## src/rtl/uart_frame_ctrl.sv

```systemverilog
// uart_frame_ctrl
// Turns the UART receiver byte stream into image frames in the frame-buffer BRAM.
// After arm, it hunts for the two-byte header SYNC0 SYNC1. It then writes exactly
// PIX_MAX payload bytes to consecutive BRAM addresses starting at 0.
// If the stream stalls for TIMEOUT_TICKS s_tick pulses mid-frame, the frame is
// dropped with frame_err and the block goes back to hunting without re-arming.
//
// Ports:
//   clk, reset      single clock, synchronous active-high reset
//   s_tick          16x-baud sample tick (drives the stall timeout)
//   rx_done_tick    strobe: rx_data holds a new byte
//   rx_data         received byte
//   arm / abort     one-cycle capture request / cancel
//   busy            high whenever not idle
//   we/waddr/wdata  BRAM write port (one-cycle we per payload byte)
//   frame_done      pulse with the final write of a frame
//   frame_err       pulse when a frame is dropped by timeout
//   frame_cnt       completed frames, wraps 255->0
module uart_frame_ctrl #(
  parameter int unsigned PIX_MAX       = 76800,
  parameter int unsigned ADDR_W        = 17,
  parameter logic [7:0]  SYNC0         = 8'hAA,
  parameter logic [7:0]  SYNC1         = 8'h55,
  parameter int unsigned TIMEOUT_TICKS = 4096
) (
  input  logic              clk,
  input  logic              reset,
  input  logic              s_tick,
  input  logic              rx_done_tick,
  input  logic [7:0]        rx_data,
  input  logic              arm,
  input  logic              abort,
  output logic              busy,
  output logic              we,
  output logic [ADDR_W-1:0] waddr,
  output logic [7:0]        wdata,
  output logic              frame_done,
  output logic              frame_err,
  output logic [7:0]        frame_cnt
);

  localparam int unsigned GAP_W = $clog2(TIMEOUT_TICKS + 1);
  localparam logic [GAP_W-1:0]  GAP_LIM  = GAP_W'(TIMEOUT_TICKS);
  localparam logic [ADDR_W-1:0] LAST_PIX = ADDR_W'(PIX_MAX - 1);

  typedef enum logic [1:0] {IDLE, HUNT0, HUNT1, LOAD} state_t;

  state_t            state_q, state_d;
  logic [ADDR_W-1:0] pix_q, pix_d;
  logic [GAP_W-1:0]  gap_q, gap_d;
  logic              busy_q, busy_d;
  logic              we_q, we_d;
  logic [ADDR_W-1:0] waddr_q, waddr_d;
  logic [7:0]        wdata_q, wdata_d;
  logic              done_q, done_d;
  logic              err_q, err_d;
  logic [7:0]        cnt_q, cnt_d;

  always_ff @(posedge clk) begin
    if (reset) begin
      state_q <= IDLE;
      pix_q   <= '0;
      gap_q   <= '0;
      busy_q  <= 1'b0;
      we_q    <= 1'b0;
      waddr_q <= '0;
      wdata_q <= '0;
      done_q  <= 1'b0;
      err_q   <= 1'b0;
      cnt_q   <= '0;
    end else begin
      state_q <= state_d;
      pix_q   <= pix_d;
      gap_q   <= gap_d;
      busy_q  <= busy_d;
      we_q    <= we_d;
      waddr_q <= waddr_d;
      wdata_q <= wdata_d;
      done_q  <= done_d;
      err_q   <= err_d;
      cnt_q   <= cnt_d;
    end
  end

  always_comb begin
    state_d = state_q;
    pix_d   = pix_q;
    gap_d   = gap_q;
    we_d    = 1'b0;
    waddr_d = waddr_q;
    wdata_d = wdata_q;
    done_d  = 1'b0;
    err_d   = 1'b0;
    cnt_d   = cnt_q;

    // abort beats everything, including a byte arriving in the same cycle
    if (abort) begin
      state_d = IDLE;
      pix_d   = '0;
      gap_d   = '0;
    end else begin
      unique case (state_q)
        IDLE: begin
          if (arm) state_d = HUNT0;
        end
        HUNT0: begin
          if (rx_done_tick && rx_data == SYNC0) state_d = HUNT1;
        end
        HUNT1: begin
          if (rx_done_tick) begin
            if (rx_data == SYNC1) begin
              state_d = LOAD;
              pix_d   = '0;
              gap_d   = '0;
            end else if (rx_data != SYNC0) begin
              // a repeated SYNC0 keeps us waiting for SYNC1
              state_d = HUNT0;
            end
          end
        end
        LOAD: begin
          if (rx_done_tick) begin
            // a byte wins over a simultaneous tick, so the gap simply restarts
            we_d    = 1'b1;
            waddr_d = pix_q;
            wdata_d = rx_data;
            gap_d   = '0;
            if (pix_q == LAST_PIX) begin
              done_d  = 1'b1;
              cnt_d   = cnt_q + 8'd1;
              pix_d   = '0;
              state_d = IDLE;
            end else begin
              pix_d = pix_q + ADDR_W'(1);
            end
          end else if (s_tick) begin
            if (gap_q != GAP_LIM) gap_d = gap_q + GAP_W'(1);
            if (gap_d == GAP_LIM) begin
              err_d   = 1'b1;
              state_d = HUNT0;
            end
          end
        end
        default: state_d = IDLE;
      endcase
    end

    busy_d = (state_d != IDLE);
  end

  assign busy       = busy_q;
  assign we         = we_q;
  assign waddr      = waddr_q;
  assign wdata      = wdata_q;
  assign frame_done = done_q;
  assign frame_err  = err_q;
  assign frame_cnt  = cnt_q;

endmodule

```

## config.mk

```make
export PLATFORM = sky130hd
export DESIGN_NAME = uart_frame_ctrl
export DESIGN_NICKNAME = d
export VERILOG_FILES = /design/src/rtl/uart_frame_ctrl.sv
export SDC_FILE = /design/constraint.sdc
export NUM_CORES = 1
export LEC_CHECK = 0
export CAP_MARGIN = 20
export CELL_PAD_IN_SITES_DETAIL_PLACEMENT = 0
export CELL_PAD_IN_SITES_GLOBAL_PLACEMENT = 2
export CORE_ASPECT_RATIO = 1.5
export CORE_MARGIN = 2
export CORE_UTILIZATION = 31
export CTS_CLUSTER_SIZE = 20
export DETAILED_ROUTE_END_ITERATION = 8
export PLACE_DENSITY = 0.81
export SYNTH_ARGS = -nofsm -noshare
export SYNTH_HDL_FRONTEND = slang
export SYNTH_SLANG_ARGS = --single-unit
```

## constraint.sdc

```tcl
create_clock -name clk -period 2.13 [get_ports clk]
set_input_delay 0.426 -clock clk [delete_from_list [all_inputs] [get_ports clk]]
set_output_delay 0.426 -clock clk [all_outputs]
set_load 0.02 [all_outputs]
```

==> qor.txt <==
Vias per Instance: 5.01
Worst Setup End Kind: register
Largest cells by area after synthesis: dfxtp_1, nand2_1, a21oi_1
Final setup fails: 0
Internal: 2.56 mW
Cell area power density: 670 nW/um^2
Period utilization: 0.962
Buffers & Inverters on Critical Path: 1
Ys flop type: dfxtp_1
Slowest stage delay, CP: 0.48 ns
Leak: 1.64 nW
Gpl congestion: 0.849
Sw Share: 0.197
N_diodes: 0
CP arrival: 2.32 ns
Vias in the first global route: 3257
Row cnt: 46
Critical path's top delay family: simple AND/OR/NAND/NOR gates
Status: completed
DP Area: 4350 sq um
Synthesized cell area: 3380 sq um
Placeable core area: 10600 sq um
Largest net degree at the start of global routing: 36
Post-layout min period: 2.05 ns
Via Count: 3328
Final design area excluding fillers: 4760 sq um
Most common cell after layout, fill and taps aside: nand2_1
Die H: 132 um
DR WL/cell: 14.8 um
Initial antenna violation count: 0
Post-synth EDFFs: 0
Port bufs: 50
Synth Warn #: 0
Fillers: 1096
Combinational power share: 0.037
DRT iter0 DRCs: 146
Starting Density: 0.320
Die area: 11800 sq um
Worst-path clk slew: 0.06 ns
Synth-to-layout area growth: 40.7%
Clk_skew: 0.00536 ns
Clk root buf: clkbuf_16
TritonCTS Buffers: 9
Req. time, crit path: 2.40 ns
Sequential area share after synthesis: 0.408
First-pass GRT wire length: 16000 um
Worst path slowest cell: or4_1
Post-Syn Instances: 428
Avg Cell Area, Syn: 7.91 sq um
Maximum VDD drop: 0.468 mV
Reg power frac: 0.406
Worst Hold Class: in2reg
Share of flip-flops with an asynchronous set or reset after synthesis: 0
Routed WL: 9830 um
Clk pwr share: 0.557
Startpoint types: input pin
Grt peak-use layer: met2
CP Max Fanout: 5
Non-filler cells, final: 664
GRT Residual Overflow: 0
Met2 GRT Util: 0.322
Post-synth top area share: 0.408
CP Class: in2reg
RSZ-0062 raised after global routing: false
Fin. max-slew vios: 0
DRC viols: 0
# clock sinks: 69
M1 GR Usage: 0.188
Sw Pwr: 0.630 mW
Post-route ant nets: 0
Area leader, netlist: dfxtp_1
Fin Setup TNS: 0 ns
Post-Syn Nets: 446
Clock latency on the worst-skew pair: 0.33 ns
DRT Pass-1 Iters: 4
Nets@finish: 533
Fraction of layout cells with a size suffix above 1: 0.156
Final hold viol count: 0
Placed cell count: 645
CTS tree: yes
Most frequent cells in the layout: nand2_1, dfxtp_1, a21oi_1
Post-synth cell types: 53
GRT Total Usage: 0.174
Final HPWL DP: 7240 um
Met3 usage: 0.0244
Fmax: 0.488 GHz
Relative slew margins: 0.731
Slew @ Worst Pin: 0.403 ns
Max-cap violation count: 0
Flops & latches, synth: 69
Clk buf depth: 2
Crit-path cells: clkdlybuf4s50_1 > and4bb_2 > a21oi_4 > or4_4 > or4_1 > a21oi_1
Die X: 89.3 um
Htree depth: 3
Io pins: 51
[power by group through the flow]
stage               Combinational, mW  Clock, mW  Sequential (mW)
finish                          0.117       1.78             1.30
global route                    0.128       1.86             1.29
CTS                             0.117       1.82             1.29
detailed placement              0.116          0             1.32
global placement                0.115          0             1.32
floorplan                      0.0436          0             1.32
[routing by layer]
layer  vias to the layer above  share of wire
met1                      1560           0.40
li1                       1703              -
met2                        49           0.55
met4                         0          0.025
met3                        16          0.024
met5                         -              0
[registers in the layout, summed over array words and instances (netlist names)]
register / flops
we: 1
frame_cnt: 8
state_q: 2
frame_err: 1
wdata: 8
gap_q: 13
waddr: 17
pix_q: 17
busy: 1
frame_done: 1
[what timing repair did]
action                                  CTS  global route
resized for setup                         1            11
hold buffers                              0             0
endpoints found under the setup margin    1             9
pin swaps                                 1             7
setup buffers                             1             2
cloned                                    0             0
[cell usage after synthesis (2+ instances only)]
master,instances
a21oi_1,50
a31oi_1,6
and2_1,4
and3_1,5
and4_1,6
and4bb_2,2
buf_2,6
clkbuf_1,18
dfxtp_1,69
ha_1,4
inv_1,9
mux2i_1,2
nand2_1,79
nand2b_1,2
nand3_1,15
nand4_1,9
nor2_1,31
nor2b_1,2
nor3_1,6
nor4_1,10
nor4bb_1,2
o21ai_0,24
o22ai_1,3
o31ai_1,2
or3_1,13
or4_1,6
or4_4,2
or4b_1,2
or4bb_1,2
xnor2_1,14
[cell type report]
type | count | area (sq um) | share of cell area
sequential | 69 | 1380 | 0.290
multi-input combinational | 326 | 1900 | 0.398
clock inverter | 5 | 106 | 0.0223
timing repair buffer | 100 | 912 | 0.191
tap | 144 | 180 | 0.0378
clock buffer | 11 | 253 | 0.0531
inverter | 9 | 33.8 | 0.00709
[worst register-to-register path, delay by kind of cell (launching register included)]
| kind | cells | cell delay, ns |
|---|---|---|
| and+or+nand+nor | 4 | 1.42 |
| DFF | 1 | 0.42 |
| AOI/OAI and AO/OA | 1 | 0.13 |
[cells by family (layout without fill, tap and decap cells)]
group | after synthesis | after routing | synth area share
compound gates | 100 | 100 | 0.173
flops | 69 | 69 | 0.408
buf+inv | 33 | 125 | 0.0388
fa+ha+maj | 4 | 4 | 0.0148
simple gates | 205 | 205 | 0.321
xor+xnor | 15 | 15 | 0.0388
mux | 2 | 2 | 0.00592
[stage by stage]
step	util	hold slack, ns	total power, mW	setup slack (ns)
after global routing	0.450	0.415	3.28	0.00692
after detailed placement	0.410	0.446	1.44	-0.399
after global placement	0.410	0.443	1.44	-0.391
final	0.450	0.393	3.19	0.0819
after CTS	0.445	0.454	3.23	0.0176
after floorplan	-	0.445	1.37	0.187
[path summary, 6_finish.rpt]
path	endpoint	depth (start not counted)	start	slack (ns)
worst min register to register	wdata[3]$_SDFFE_PP0P_	2	wdata[3]$_SDFFE_PP0P_	0.45
worst max-delay path	pix_q[15]$_SDFFE_PP0P_	6	rx_data[0]	0.08
worst min-delay path	wdata[4]$_SDFFE_PP0P_	3	rx_data[4]	0.39
worst max register to register	pix_q[15]$_SDFFE_PP0P_	5	pix_q[6]$_SDFFE_PP0P_	0.10
Note: power is estimated with default switching activity, not from simulation.
